### src/rtl/xbar_slave_arbiter.sv
// ---------------------------------------------------------------------------
// xbar_slave_arbiter
//
// Slave-side arbiter for one crossbar target. Read-address (AR) and
// write-address/write-data (AW/W) paths are arbitrated independently with
// their own round-robin pointers, and each direction is throttled by an
// outstanding-transaction counter.
//
// Ports
//   ACLK, ARESET            clock, synchronous active-high reset
//   ar_req, aw_req          per-master address requests for this slave
//   ARREADY_S, AWREADY_S    slave address-channel ready
//   WREADY_S, WLAST_S       W beat acceptance / last beat of the open burst
//   RVALID_S/RREADY_S/RLAST_S  R handshake observation (read completion)
//   BVALID_S/BREADY_S       B handshake observation (write completion)
//   ar_grant, ar_sel, ARVALID_S   registered AR grant (one-hot, index, valid)
//   aw_grant, aw_sel, AWVALID_S   registered AW grant (one-hot, index, valid)
//   w_sel, w_active         owner of the W channel and its open flag
//   rd_count, wr_count      outstanding read / write transactions
//   count_err               sticky flag: completion seen with count at zero
// ---------------------------------------------------------------------------
module xbar_slave_arbiter #(
  parameter int MASTERS           = 2,
  parameter int MAX_OUTSTANDING   = 4,
  parameter int i_am_slave_number = 0,
  localparam int SW = $clog2(MASTERS),
  localparam int CW = $clog2(MAX_OUTSTANDING + 1)
) (
  input  logic               ACLK,
  input  logic               ARESET,
  input  logic [MASTERS-1:0] ar_req,
  input  logic [MASTERS-1:0] aw_req,
  input  logic               ARREADY_S,
  input  logic               AWREADY_S,
  input  logic               WREADY_S,
  input  logic               WLAST_S,
  input  logic               RVALID_S,
  input  logic               RREADY_S,
  input  logic               RLAST_S,
  input  logic               BVALID_S,
  input  logic               BREADY_S,
  output logic [MASTERS-1:0] ar_grant,
  output logic [SW-1:0]      ar_sel,
  output logic               ARVALID_S,
  output logic [MASTERS-1:0] aw_grant,
  output logic [SW-1:0]      aw_sel,
  output logic               AWVALID_S,
  output logic [SW-1:0]      w_sel,
  output logic               w_active,
  output logic [CW-1:0]      rd_count,
  output logic [CW-1:0]      wr_count,
  output logic               count_err
);

  // Elaboration-time parameter sanity checks.
  if (MASTERS < 2) begin : g_bad_masters
    $error("xbar_slave_arbiter: MASTERS must be at least 2");
  end
  if (MAX_OUTSTANDING < 1) begin : g_bad_max_out
    $error("xbar_slave_arbiter: MAX_OUTSTANDING must be at least 1");
  end
  if (i_am_slave_number < 0) begin : g_bad_slave_id
    $error("xbar_slave_arbiter: i_am_slave_number must be non-negative");
  end

  localparam logic [CW-1:0] MAX_CNT  = CW'(MAX_OUTSTANDING);
  // Pointer reset value: "last winner" = MASTERS-1 gives master 0 top priority.
  localparam logic [SW-1:0] LAST_RST = SW'(MASTERS - 1);

  typedef enum logic {
    AR_IDLE,
    AR_GRANT
  } ar_state_e;

  typedef enum logic [1:0] {
    AW_IDLE,
    AW_GRANT,
    W_DATA
  } aw_state_e;

  // Round-robin pick: search starts at last+1 and wraps modulo MASTERS.
  function automatic logic [SW-1:0] rr_pick(input logic [MASTERS-1:0] req,
                                            input logic [SW-1:0]      last);
    logic [SW-1:0] win;
    logic          found;
    int            idx;
    win   = '0;
    found = 1'b0;
    for (int k = 1; k <= MASTERS; k++) begin
      idx = int'(last) + k;
      if (idx >= MASTERS) idx = idx - MASTERS;
      if (!found && req[idx]) begin
        win   = SW'(idx);
        found = 1'b1;
      end
    end
    return win;
  endfunction

  function automatic logic [MASTERS-1:0] onehot(input logic [SW-1:0] sel);
    return MASTERS'(1) << sel;
  endfunction

  // Saturating up/down counter step; simultaneous inc and dec cancel.
  function automatic logic [CW-1:0] cnt_next(input logic [CW-1:0] cnt,
                                             input logic          inc,
                                             input logic          dec);
    logic [CW-1:0] nxt;
    nxt = cnt;
    if (inc && !dec) begin
      if (cnt != MAX_CNT) nxt = cnt + 1'b1;
    end else if (dec && !inc) begin
      if (cnt != '0) nxt = cnt - 1'b1;
    end
    return nxt;
  endfunction

  function automatic logic cnt_underflow(input logic [CW-1:0] cnt,
                                         input logic          inc,
                                         input logic          dec);
    return dec && !inc && (cnt == '0);
  endfunction

  // ---------------------------------------------------------------------
  // State
  // ---------------------------------------------------------------------
  ar_state_e          ar_state_q, ar_state_d;
  logic [MASTERS-1:0] ar_grant_q, ar_grant_d;
  logic [SW-1:0]      ar_sel_q,   ar_sel_d;
  logic [SW-1:0]      ar_last_q,  ar_last_d;

  aw_state_e          aw_state_q, aw_state_d;
  logic [MASTERS-1:0] aw_grant_q, aw_grant_d;
  logic [SW-1:0]      aw_sel_q,   aw_sel_d;
  logic [SW-1:0]      aw_last_q,  aw_last_d;
  logic [SW-1:0]      w_sel_q,    w_sel_d;

  logic [CW-1:0]      rd_count_q, rd_count_d;
  logic [CW-1:0]      wr_count_q, wr_count_d;
  logic               count_err_q, count_err_d;

  logic rd_inc, rd_dec, wr_inc, wr_dec;

  // ---------------------------------------------------------------------
  // AR arbitration
  // ---------------------------------------------------------------------
  always_comb begin
    ar_state_d = ar_state_q;
    ar_grant_d = ar_grant_q;
    ar_sel_d   = ar_sel_q;
    ar_last_d  = ar_last_q;
    case (ar_state_q)
      AR_IDLE: begin
        if ((|ar_req) && (rd_count_q < MAX_CNT)) begin
          ar_sel_d   = rr_pick(ar_req, ar_last_q);
          ar_grant_d = onehot(ar_sel_d);
          ar_state_d = AR_GRANT;
        end
      end
      AR_GRANT: begin
        // Grant is held even if the request drops; only ARREADY releases it.
        if (ARREADY_S) begin
          ar_last_d  = ar_sel_q;
          ar_grant_d = '0;
          ar_sel_d   = '0;
          ar_state_d = AR_IDLE;
        end
      end
      default: begin
        ar_grant_d = '0;
        ar_sel_d   = '0;
        ar_state_d = AR_IDLE;
      end
    endcase
  end

  // ---------------------------------------------------------------------
  // AW arbitration and W channel ownership
  // ---------------------------------------------------------------------
  always_comb begin
    aw_state_d = aw_state_q;
    aw_grant_d = aw_grant_q;
    aw_sel_d   = aw_sel_q;
    aw_last_d  = aw_last_q;
    w_sel_d    = w_sel_q;
    case (aw_state_q)
      AW_IDLE: begin
        if ((|aw_req) && (wr_count_q < MAX_CNT)) begin
          aw_sel_d   = rr_pick(aw_req, aw_last_q);
          aw_grant_d = onehot(aw_sel_d);
          aw_state_d = AW_GRANT;
        end
      end
      AW_GRANT: begin
        if (AWREADY_S) begin
          aw_last_d  = aw_sel_q;
          w_sel_d    = aw_sel_q;
          aw_grant_d = '0;
          aw_sel_d   = '0;
          aw_state_d = W_DATA;
        end
      end
      W_DATA: begin
        if (WREADY_S && WLAST_S) begin
          w_sel_d    = '0;
          aw_state_d = AW_IDLE;
        end
      end
      default: begin
        aw_grant_d = '0;
        aw_sel_d   = '0;
        w_sel_d    = '0;
        aw_state_d = AW_IDLE;
      end
    endcase
  end

  // ---------------------------------------------------------------------
  // Outstanding counters
  // ---------------------------------------------------------------------
  always_comb begin
    rd_inc      = ARVALID_S & ARREADY_S;
    rd_dec      = RVALID_S & RREADY_S & RLAST_S;
    wr_inc      = AWVALID_S & AWREADY_S;
    wr_dec      = BVALID_S & BREADY_S;
    rd_count_d  = cnt_next(rd_count_q, rd_inc, rd_dec);
    wr_count_d  = cnt_next(wr_count_q, wr_inc, wr_dec);
    count_err_d = count_err_q
                | cnt_underflow(rd_count_q, rd_inc, rd_dec)
                | cnt_underflow(wr_count_q, wr_inc, wr_dec);
  end

  // ---------------------------------------------------------------------
  // Registers
  // ---------------------------------------------------------------------
  always_ff @(posedge ACLK) begin
    if (ARESET) begin
      ar_state_q  <= AR_IDLE;
      ar_grant_q  <= '0;
      ar_sel_q    <= '0;
      ar_last_q   <= LAST_RST;
      aw_state_q  <= AW_IDLE;
      aw_grant_q  <= '0;
      aw_sel_q    <= '0;
      aw_last_q   <= LAST_RST;
      w_sel_q     <= '0;
      rd_count_q  <= '0;
      wr_count_q  <= '0;
      count_err_q <= 1'b0;
    end else begin
      ar_state_q  <= ar_state_d;
      ar_grant_q  <= ar_grant_d;
      ar_sel_q    <= ar_sel_d;
      ar_last_q   <= ar_last_d;
      aw_state_q  <= aw_state_d;
      aw_grant_q  <= aw_grant_d;
      aw_sel_q    <= aw_sel_d;
      aw_last_q   <= aw_last_d;
      w_sel_q     <= w_sel_d;
      rd_count_q  <= rd_count_d;
      wr_count_q  <= wr_count_d;
      count_err_q <= count_err_d;
    end
  end

  // ---------------------------------------------------------------------
  // Outputs (all decoded directly from registered state)
  // ---------------------------------------------------------------------
  assign ar_grant  = ar_grant_q;
  assign ar_sel    = ar_sel_q;
  assign ARVALID_S = (ar_state_q == AR_GRANT);
  assign aw_grant  = aw_grant_q;
  assign aw_sel    = aw_sel_q;
  assign AWVALID_S = (aw_state_q == AW_GRANT);
  assign w_sel     = w_sel_q;
  assign w_active  = (aw_state_q == W_DATA);
  assign rd_count  = rd_count_q;
  assign wr_count  = wr_count_q;
  assign count_err = count_err_q;

endmodule

### config.mk
export PLATFORM = sky130hd
export DESIGN_NAME = xbar_slave_arbiter
export DESIGN_NICKNAME = d
export VERILOG_FILES = /design/src/rtl/xbar_slave_arbiter.sv
export SDC_FILE = /design/constraint.sdc
export NUM_CORES = 1
export LEC_CHECK = 0
export CORE_MARGIN = 8
export CORE_UTILIZATION = 40
export DETAILED_ROUTE_END_ITERATION = 6
export PLACE_DENSITY_LB_ADDON = 0.2
export SLEW_MARGIN = 20
export SYNTH_ARGS = -nofsm -noshare
export SYNTH_HDL_FRONTEND = slang
export SYNTH_SLANG_ARGS = --single-unit
### constraint.sdc
create_clock -name ACLK -period 2.7 [get_ports ACLK]
set_input_delay 0.27 -clock ACLK [delete_from_list [all_inputs] [get_ports ACLK]]
set_output_delay 0.27 -clock ACLK [all_outputs]
set_load 0.05 [all_outputs]
==> results of run 1 <==
## flip-flops by register name, summed over array words and instances (netlist names)
signal      flops
rd_count        3
w_sel           1
aw_last_q       1
ar_grant        2
count_err       1
aw_grant        2
ARVALID_S       1
aw_state_q      2
wr_count        3
ar_last_q       1
## per-layer routing
layer	GRT usage, %	wire length (um)	vias up
met5	0	0	-
met2	20.3	1120	29
li1	-	-	420
met1	11.0	902	387
met3	4.24	171	2
met4	4.74	20	0
## worst min-delay path, cell delays in order, from the launching register on
cell	delay (ps)
dfxtp_1	330
nand3_1	60
a21oi_1	60
## cells by family after synthesis
family	Yosys count	share of synthesized area (%)
simple gates	40	22.8
xor+xnor	4	3.90
fa+ha+maj	4	7.24
flops	17	37.9
mux	4	5.15
buf+inv	10	5.85
compound gates	25	17.1
## metrics by stage
step                setup WS (ps)  util, %  instance area, um2
detailed placement            222     56.2                1220
global route                  216     57.4                1250
CTS                           416     57.4                1250
floorplan                     170        -                 901
global placement              357     56.2                1220
finish                        433     57.4                1250
## layout by cell type (no fill, tap or decap), types with 2 or more instances in the layout
master           count
xnor2_1              3
ha_1                 2
nor2_1               8
inv_1                5
nand3_1              5
clkbuf_4             3
clkdlybuf4s50_1     31
nand2_1             13
a21oi_1             12
fa_1                 2
nor2b_1              2
o21ai_0              4
mux2i_1              2
dfxtp_1             17
## where the power goes
group | internal [mW] | leakage, nW | switching (mW) | total, mW
clock | 0.0573 | 0.0150 | 0.0789 | 0.136
combinational | 0.117 | 0.327 | 0.177 | 0.294
sequential | 0.278 | 0.139 | 0.0282 | 0.306
total | 0.452 | 0.481 | 0.284 | 0.736
## worst max path at each step
| stage | start | slack [ps] | endpoint |
|---|---|---|---|
| after global routing | aw_state_q[0]$_SDFFE_PP0P_ | 220 | wr_count[2]$_SDFFE_PP0P_ |
| final | aw_state_q[0]$_SDFFE_PP0P_ | 430 | wr_count[2]$_SDFFE_PP0P_ |
| after global placement | AWREADY_S | 360 | wr_count[2]$_SDFFE_PP0P_ |
| after detailed placement | AWREADY_S | 220 | wr_count[2]$_SDFFE_PP0P_ |
| after CTS | aw_state_q[0]$_SDFFE_PP0P_ | 420 | wr_count[2]$_SDFFE_PP0P_ |
| after floorplan | aw_state_q[0]$_SDFFE_PP0P_ | 170 | wr_count[2]$_SDFFE_PP0P_ |
## layout make-up
type | count | area, um2 | share of cell area (%)
Clock buffer | 4 | 26.3 | 2.11
Inverter | 5 | 18.8 | 1.51
Multi-Input combinational cell | 77 | 508 | 40.8
Sequential cell | 17 | 340 | 27.3
Tap cell | 28 | 35.0 | 2.81
Timing Repair Buffer | 32 | 318 | 25.5
## synthesized netlist by cell type, types with 2 or more instances
library cell,count
nor2b_1,3
clkbuf_1,2
inv_1,5
nand3_1,5
xnor2_1,3
nor2_1,8
nand2_1,13
dfxtp_1,17
ha_1,2
buf_4,2
a21oi_1,12
mux2i_1,2
fa_1,2
o21ai_0,4
==> impl_metrics.toml, run 1 <==
[clock_network]
insertion_delay_ps = 280
clkTransAtPathRegs_ps = 100
cts-hold-fix-buffers = 0
cts_setup_buffers = 0
cts_buffer_depth = 2
cts_resized = 0
cts_sinks = 17
h-tree-depth = 1
numCtsBuffers = 3
clk_root_buffer_cell = "clkbuf_4"
cts_tree = "yes"

[place]
gp_congestion = 0.740
portBuffers = 31
placed_cells = 159
hpwl_um = 1790

[power]
power_mw = 0.736
p_leak_nw = 0.481
peakVddDrop_v = 0.000358
pwr_density_cell_nw_per_um2 = 591

[sta]
finClkSkew_ps = 6.37
fmax_ghz = 0.441
rsz0062_at_grt = "false"
hold_viol = 0
period_share_pct = 84.0
slew_headroom_pct = 66.1
worst_pin_slew_ps = 507
drv_slew = 0
finalSetupViolCount = 0
hold_slack_ps = 478
tns_ps = 0
min_period_ps = 2270

[cells_and_area]
diodes = 0
nFillCells = 233
area_growth_pct = 38.7
drive_above_1_share_pct = 8.15
stdcell_count = 163
finalNetCount = 155

[run]
cap_violations = 0

[routing]
final_antenna_net_count = 0
drc_errors = 0
vias = 838
wl_um = 2220
dr.pass1.iters = 4
vias_per_cell = 5.14
route.detailed.wl_per_inst_um = 13.6
drt_iter0_drc = 14

[setup_path]
r2r_setup_slack_ps = 430
worstPathRequired_ps = 2880
cpLargestDelayFamily = "adder cells"
critPathMostFrequentCell = "inv_1"
path_depth = 10
rr_startpoint = "aw_state_q[0]$_SDFFE_PP0P_"
path_max_fanout = 6
max_stage_delay_ps = 410
cp_num_buf_inv = 2
path_cells = "nor2b_2 -> nand2_1 -> inv_1 -> ha_1 -> inv_1 -> fa_1 -> xor2_1 -> a211oi_1 -> xnor2_1 -> nor2_1"
crit_path_end_kind = "flip-flop"
slowest_stage = "dfxtp_1"
crit_arrival_ps = 2450
worstSetupStartpointType = "flip-flop"
r2r-end = "wr_count[2]$_SDFFE_PP0P_"
r2r_cells = 10
path_class = "flip-flop to flip-flop"

[global_routing]
grt_pass1_wl_um = 3730
grt-ovfl-total = 0
grtUsageTotal_pct = 11.2
grt_max_degree = 17
grt_pass1_vias = 864
grt_antenna_before_repair = 0

[floorplan]
core_um2 = 2170
ioPinCount = 32
floorplan.die_area_um2 = 4020
dieHeight_um = 63.4
rows = 17
start_util_pct = 41.4
die_x_um = 63.4

[min_path]
holdPathEnd = "aw_grant[0]$_SDFFE_PP0P_"
min_path_cells = 2
hold_start = "aw_grant[0]$_SDFFE_PP0P_"
hold_path.class = "flip-flop to flip-flop"

[yosys]
yosys-top-cells-area = "dfxtp_1, a21oi_1, nand2_1"
synth.distinct_cells = 38
synthCells = 104
ys_seq_area_share_pct = 37.9
synth_fp_nets = 123
yosysTopAreaCellShare_pct = 37.9
netlist_area_um2 = 898
synth-edff-count = 0
async_reset_ff_share_pct = 0
synth_top_flop_cell = "dfxtp_1"
ys_seq_elements = 17
syn_avg_cell_area_um2 = 8.64
synth_warnings = 0
yosys.area.top_type = "dfxtp_1"

[run_status]
outcome = "completed"
No activity file was read; power rests on OpenSTA's default activity.
==> run 2: changes to the inputs <==
==> constraint.sdc (replaced) <==
create_clock -name ACLK -period 2.1 [get_ports ACLK]
set_input_delay 0.21 -clock ACLK [delete_from_list [all_inputs] [get_ports ACLK]]
set_output_delay 0.21 -clock ACLK [all_outputs]
set_load 0.05 [all_outputs]
==> run 2 against run 1 <==
Clock skew shrank 4.1 ps. Register-to-register slack got worse by 230 ps. Sequential power is 29% higher. Cell count increased by 1.8%. Critical endpoint is now w_active. Largest power group unchanged. Highest routed layer unchanged.
==> impl_metrics.toml, run 2 (same netlist as run 1, synthesis figures left out) <==
[sta]
hold_viol = 0
slew_headroom_pct = 65.8
finClkSkew_ps = 2.26
period_share_pct = 93.5
worst_pin_slew_ps = 512
fmax_ghz = 0.509
layout_setup_ws_ps = 137
min_period_ps = 1960
drv_slew = 0
rsz0062_at_grt = "false"
hold_slack_ps = 477
finalSetupViolCount = 0
tns_ps = 0

[clock_network]
cts_sinks = 17
insertion_delay_ps = 290
cts_setup_buffers = 0
cts-hold-fix-buffers = 0
clk_root_buffer_cell = "clkbuf_4"
clkTransAtPathRegs_ps = 100
numCtsBuffers = 3
h-tree-depth = 1
cts_buffer_depth = 2
cts_resized = 0
cts_tree = "yes"

[place]
hpwl_um = 1730
post_dp_cell_area_um2 = 1270
placed_cells = 162
gp_congestion = 0.773
portBuffers = 31
place_ws_ps = 51.1

[setup_path]
path_max_fanout = 5
crit_arrival_ps = 1750
r2r-end = "wr_count[2]$_SDFFE_PP0P_"
worstPathRequired_ps = 1890
path_class = "flip-flop to primary output"
r2r_setup_slack_ps = 200
crit_path_end_kind = "primary output"
rr_startpoint = "aw_state_q[0]$_SDFFE_PP0P_"
r2r_cells = 10
startpoint = "aw_state_q[1]$_SDFFE_PP0P_"
worstSetupStartpointType = "flip-flop"

[routing]
vias_per_cell = 5.13
met2_length_um = 1060
highest_layer = "met4"
drc_errors = 0
dr.pass1.iters = 4
dr_wl_met3_um = 144
drt_iter0_drc = 13
final_antenna_net_count = 0
met1_length_um = 954
vias = 851
route.detailed.wl_per_inst_um = 13.2
wl_um = 2200

[run_status]
outcome = "completed"

[power]
pwr_density_cell_nw_per_um2 = 746
peakVddDrop_v = 0.000392
power_mw = 0.966
p_leak_nw = 0.497

[global_routing]
grt_pass1_vias = 867
grt-ovfl-total = 0
grt_antenna_before_repair = 0
grt_pass1_wl_um = 3820
grtUsageTotal_pct = 11.6
grt_max_degree = 15

[cells_and_area]
multi_input_area_um2 = 533
final_cell_area_um2 = 1290
diodes = 0
area_growth_pct = 44.2
seq_area_um2 = 342
nFillCells = 217
drive_above_1_share_pct = 13.8
finalNetCount = 158
final_common_cell = "clkdlybuf4s50_1"
post-route-util_pct = 59.7
final_cell_mix = "clkdlybuf4s50_1, dfxtp_1, nand2_1, a21oi_1, nor2_1"
stdcell_count = 166

[min_path]
hold_start = "aw_grant[0]$_SDFFE_PP0P_"
hold_path.class = "flip-flop to flip-flop"
holdPathEnd = "aw_grant[0]$_SDFFE_PP0P_"
min_path_cells = 2

[floorplan]
core_um2 = 2170
die_x_um = 63.4
dieHeight_um = 63.4
rows = 17
ioPinCount = 32
floorplan.die_area_um2 = 4020
start_util_pct = 41.4

[run]
cap_violations = 0
## run 2: worst max path at each step
| stage | endpoint |
|---|---|
| 2_1_floorplan | wr_count[2]$_SDFFE_PP0P_ |
| 5_1_grt | w_active |
| 3_5_place_dp | wr_count[2]$_SDFFE_PP0P_ |
| 4_1_cts | w_active |
| 6_report | w_active |
| 3_3_place_gp | wr_count[2]$_SDFFE_PP0P_ |
## run 2: worst max-delay path, cell delays in order (launching register included)
cell	delay (ps)
dfxtp_1	440
nor2b_1	190
clkdlybuf4s50_1	830
## run 2: where the power goes
group / total [mW] / switching, mW / internal, mW
sequential: 0.394 / 0.0365 / 0.358
clock: 0.179 / 0.105 / 0.0740
combinational: 0.393 / 0.232 / 0.161
total: 0.966 / 0.373 / 0.593
## run 2: area by class of cell
type	count	share of cell area (%)
multi-input combinational	77	41.2
sequential	17	26.4
timing repair buffer	35	26.3
tap	28	2.71
clock buffer	4	2.03
inverter	5	1.45
## run 2: metal layers
layer	GRT usage (%)	vias up
met5	0	-
met2	18.5	20
met1	12.7	399
li1	-	428
met4	6.69	0
met3	4.77	4
